`src/rtl/logic_op_sequencer.sv`:
```
// Issue-and-collect stage for the 1-bit AND/OR/XOR/NOT logic unit.
// Ports: clk/rst, in_valid/in_ready/in_instr (instruction push),
//   alu_op/alu_i0/alu_i1/alu_res (logic unit), out_valid/out_ready/
//   out_data (packed result words), fifo_level (FIFO occupancy).
module logic_op_sequencer #(
  parameter int DEPTH = 4,
  parameter int PACK  = 8
) (
  input  logic                     clk,
  input  logic                     rst,
  input  logic                     in_valid,
  output logic                     in_ready,
  input  logic [3:0]               in_instr,
  output logic [1:0]               alu_op,
  output logic                     alu_i0,
  output logic                     alu_i1,
  input  logic                     alu_res,
  output logic                     out_valid,
  input  logic                     out_ready,
  output logic [PACK-1:0]          out_data,
  output logic [$clog2(DEPTH):0]   fifo_level
);

  localparam int AW = $clog2(DEPTH);
  localparam int CW = $clog2(PACK);
  localparam logic [AW:0]   LVL_FULL = (AW+1)'(DEPTH);
  localparam logic [CW-1:0] CNT_LAST = CW'(PACK - 1);

  typedef enum logic {COLLECT, HOLD} state_e;

  state_e state_q, state_d;

  logic [3:0]      mem_q [DEPTH];
  logic [AW-1:0]   wr_ptr_q, wr_ptr_d;
  logic [AW-1:0]   rd_ptr_q, rd_ptr_d;
  logic [AW:0]     level_q, level_d;
  logic [CW-1:0]   cnt_q, cnt_d;
  logic [PACK-1:0] data_q, data_d;

  logic       full;
  logic       empty;
  logic       push;
  logic       issue;
  logic       word_done;
  logic [3:0] head;

  assign full  = (level_q == LVL_FULL);
  assign empty = (level_q == '0);
  assign head  = mem_q[rd_ptr_q];

  // Full blocks a push even if the head pops on the same edge,
  // so in_ready never depends on out_ready.
  assign push = in_valid && !full;

  assign in_ready   = !full;
  assign out_data   = data_q;
  assign fifo_level = level_q;

  // State register
  always_ff @(posedge clk or posedge rst) begin
    if (rst) begin
      state_q <= COLLECT;
    end else begin
      state_q <= state_d;
    end
  end

  // Next-state logic
  always_comb begin
    state_d = state_q;
    unique case (state_q)
      COLLECT: if (word_done) state_d = HOLD;
      HOLD:    if (out_ready) state_d = COLLECT;
      default: state_d = COLLECT;
    endcase
  end

  // Output logic
  always_comb begin
    out_valid = (state_q == HOLD);
    issue     = (state_q == COLLECT) && !empty;
    alu_op    = 2'b00;
    alu_i0    = 1'b0;
    alu_i1    = 1'b0;
    if (issue) begin
      alu_op = head[3:2];
      alu_i0 = head[1];
      alu_i1 = head[0];
    end
  end

  // Datapath next-state
  always_comb begin
    wr_ptr_d  = wr_ptr_q;
    rd_ptr_d  = rd_ptr_q;
    cnt_d     = cnt_q;
    data_d    = data_q;
    word_done = 1'b0;
    if (push) begin
      wr_ptr_d = wr_ptr_q + AW'(1);
    end
    if (issue) begin
      rd_ptr_d       = rd_ptr_q + AW'(1);
      data_d[cnt_q]  = alu_res;
      word_done      = (cnt_q == CNT_LAST);
      cnt_d          = word_done ? '0 : cnt_q + CW'(1);
    end
    unique case ({push, issue})
      2'b10:   level_d = level_q + (AW+1)'(1);
      2'b01:   level_d = level_q - (AW+1)'(1);
      default: level_d = level_q;
    endcase
  end

  always_ff @(posedge clk or posedge rst) begin
    if (rst) begin
      wr_ptr_q <= '0;
      rd_ptr_q <= '0;
      level_q  <= '0;
      cnt_q    <= '0;
      data_q   <= '0;
    end else begin
      wr_ptr_q <= wr_ptr_d;
      rd_ptr_q <= rd_ptr_d;
      level_q  <= level_d;
      cnt_q    <= cnt_d;
      data_q   <= data_d;
    end
  end

  // Storage needs no reset: level_q gates every read.
  always_ff @(posedge clk) begin
    if (push) begin
      mem_q[wr_ptr_q] <= in_instr;
    end
  end

endmodule

```
`config.mk`:
```
export PLATFORM = sky130hd
export DESIGN_NAME = logic_op_sequencer
export DESIGN_NICKNAME = d
export VERILOG_FILES = /design/src/rtl/logic_op_sequencer.sv
export SDC_FILE = /design/constraint.sdc
export NUM_CORES = 1
export LEC_CHECK = 0
export ABC_AREA = 1
export CAP_MARGIN = 20
export CORE_MARGIN = 3
export CORE_UTILIZATION = 35
export CTS_BUF_LIST = sky130_fd_sc_hd__clkbuf_8
export CTS_CLUSTER_SIZE = 24
export DETAILED_ROUTE_END_ITERATION = 12
export PLACE_DENSITY = 0.57
export SLEW_MARGIN = 10
export SYNTH_ARGS = -nofsm -noshare
export SYNTH_HDL_FRONTEND = slang
export SYNTH_SLANG_ARGS = --single-unit
```
`constraint.sdc`:
```
create_clock -name clk -period 5.93 [get_ports clk]
set_clock_uncertainty 0.15 [all_clocks]
set_input_delay 1.186 -clock clk [delete_from_list [all_inputs] [get_ports clk]]
set_output_delay 1.186 -clock clk [all_outputs]
set_load 0.01 [all_outputs]
```
==> flow_metrics.env <==
export IMPL_dieArea_um2=5940
export IMPL_synth_most_common_cell="nand2_1"
export IMPL_drt_iter0_markers=47
export IMPL_clk_latency_ns=0.28
export IMPL_status="completed"
export IMPL_port_buffers=25
export IMPL_p_total_w=0.00120
export IMPL_syn_inst=187
export IMPL_tightest_slew_ns=0.735
export IMPL_min_period_over_period_pct=54.5
export IMPL_crit_path_start_kind="flop"
export IMPL_leakage_nw=0.978
export IMPL_synth_edf_count=16
export IMPL_critPathRequiredTime_ns=4.59
export IMPL_cp_arrival_ns=1.90
export IMPL_holdBufCountCts=0
export IMPL_hold_class="flop to flop"
export IMPL_wl_per_cell_um=10.7
export IMPL_syn2layout_area_growth_pct=20.4
export IMPL_antenna_found_initial=0
export IMPL_synthAdderAreaFrac_pct=6.08
export IMPL_drc=0
export IMPL_pre_cts_ws_ns=2.89
export IMPL_crit_fanout=10
export IMPL_synth_top_area_share_pct=27.2
export IMPL_fmax_mhz=309
export IMPL_post_cts_setup_buffers=0
export IMPL_viasPerCell=4.32
export IMPL_tritoncts="yes"
export IMPL_rsz0062_at_grt="false"
export IMPL_grt_pass1_vias=1151
export IMPL_syn_nets=204
export IMPL_cap_violations=0
export IMPL_grt_max_degree=20
export IMPL_finalNetCount=230
export IMPL_hpwl_um=2190
export IMPL_synth_area_per_cell_um2=9.46
export IMPL_synth_xor_area_share_pct=2.48
export IMPL_initial_core_util_pct=36.7
export IMPL_path_cells="inv_2, nand2_1, nand3_1, a21oi_2, clkdlybuf4s50_1"
export IMPL_slowest_delay_ns=0.57
export IMPL_finalHoldViolCount=0
export IMPL_relSlewSlack_pct=51.0
export IMPL_syn_area_um2=1770
export IMPL_die_h_um=77.1
export IMPL_synth_common_cells="nand2_1 (57), inv_1 (24), dfrtp_1 (19)"
export IMPL_ys_types=25
export IMPL_fin_crit_ns=3.23
export IMPL_synthArstFlopShare_pct=54.3
export IMPL_synth_area_mux_share_pct=0
export IMPL_synthSimpleGateAreaFrac_pct=24.3
export IMPL_worstSetupPathType="flop to output pin"
export IMPL_grt_use_total_pct=11.4
export IMPL_fp_row_count=25
export IMPL_diodes=0
export IMPL_yosysSeqAreaShare_pct=54.0
export IMPL_ios=26
export IMPL_chipWidth_um=77.1
export IMPL_synth_top_family_by_area="simple AND/OR/NAND/NOR gates"
export IMPL_finalSetupViolCount=0
export IMPL_ir_drop_mv=0.218
export IMPL_gp_congestion=0.730
export IMPL_synth_flop_cell="dfrtp_1"
export IMPL_yosysTopAreaCell="edfxtp_1"
export IMPL_numCtsBuffers=5
export IMPL_drv_slew=0
export IMPL_synth_seq_cells=35
export IMPL_postRouteWirelength_um=3010
export IMPL_ys_warn_count=0
export IMPL_cts_buffer_depth=2
export IMPL_endpoint_kind="output pin"
export IMPL_fin_ws_ns=2.70
export IMPL_powerDensity_nw_per_um2=562
export IMPL_first_pass_iters=4
export IMPL_coreArea_um2=4820
export IMPL_grt_pass1_wl_um=5290
export IMPL_via_count=1213
export IMPL_root_buffer="clkbuf_8"
export IMPL_h_tree_depth=2
export IMPL_cts_resized=0
export IMPL_yosys_top_cells_area="edfxtp_1 (27%), dfrtp_1 (27%), nand2_1 (12%)"
export IMPL_final_fill_count=486
export IMPL_drive_gt1_share_pct=10.3
export IMPL_synth_compound_area_share_pct=3.96
export IMPL_path_clk_slew_ns=0.06
export IMPL_tns_ns=0
export IMPL_clkSinkCount=35
export IMPL_antenna_left=0
export IMPL_overflow=0
export IMPL_cp_slowest_cell="dfrtp_1"
[layout make-up]
type | count | area (um^2) | share of cell area [%]
flip-flops and latches | 35 | 956 | 44.9
multi-input cells | 117 | 652 | 30.6
repair buffers | 25 | 250 | 11.7
inverters | 29 | 109 | 5.11
well taps | 67 | 83.8 | 3.93
clock buffers | 5 | 68.8 | 3.23
clock inverters | 3 | 11.3 | 0.528
[worst max-delay path, delay by kind of cell (launching register included)]
kind	cells	cell delay (ns)
AO/OA/AOI/OAI	1	0.15
flip-flops	1	0.57
buffers and inverters	2	0.72
AND/OR/NAND/NOR	2	0.18
[metal layers]
metal	track usage, %	wire length, um	vias to the layer above
met5	0	0	-
met4	4.98	62	0
met3	3.64	105	7
met2	18.5	1420	17
met1	13.9	1420	542
li1	-	-	647
[per-stage QoR]
step	utilization [%]	hold WS [ns]	area, um^2	std cells
global placement	42.6	0.307	2050	273
CTS	44.2	0.328	2130	281
global route	44.2	0.351	2130	281
floorplan	-	0.342	1770	187
finish	44.2	0.323	2130	281
detailed placement	42.6	0.311	2050	273
[state kept, by name, indices dropped and copies added, names as in the netlist]
register,cells
out_data,8
rd_ptr_q,2
wr_ptr_q,2
cnt_q,3
mem_q,16
fifo_level,3
out_valid,1
[logic make-up (layout without fill, tap and decap cells)]
| group | Yosys count | after routing |
|---|---|---|
| adder cells (fa/ha/maj) | 8 | 8 |
| AND/OR/NAND/NOR | 96 | 96 |
| flip-flops | 35 | 35 |
| XOR/XNOR | 5 | 5 |
| AO/OA/AOI/OAI | 8 | 8 |
| buffers and inverters | 35 | 62 |
[placed cells by master (no fill, tap or decap)]
cell	count
nand4_1	8
nand2_1	57
o21ai_0	1
nand3_2	1
nand3_4	1
inv_2	5
xnor2_1	2
o21ai_2	2
clkdlybuf4s50_1	25
edfxtp_1	16
inv_1	27
nand3_1	14
fa_1	1
dfrtp_1	19
xor2_1	3
ha_1	7
nand2_2	2
nor2_1	12
nand2_4	1
a21oi_2	4
clkbuf_8	5
o22ai_2	1
[power breakdown]
part | switching [W] | leakage (nW) | internal (W) | total [W]
Combinational | 0.000337 | 0.549 | 0.000277 | 0.000614
Clock | 0.0000764 | 0.0519 | 0.0000781 | 0.000155
Sequential | 0.0000789 | 0.377 | 0.000349 | 0.000428
Total | 0.000492 | 0.978 | 0.000705 | 0.00120
[path summary, 6_finish.rpt]
path	end	slack, ns	depth (start not counted)	startpoint
worst max-delay path	alu_op[0]	2.70	5	rd_ptr_q[0]
worst min register to register	out_data[5]	0.32	2	out_data[5]
worst max register to register	fifo_level[2]	3.61	9	fifo_level[0]
max in group asynchronous	out_data[3]	3.98	2	rst
worst min-delay path	out_data[5]	0.32	2	out_data[5]
min in group asynchronous	out_data[5]	1.18	2	rst
No activity file was read; power rests on OpenSTA's default activity.
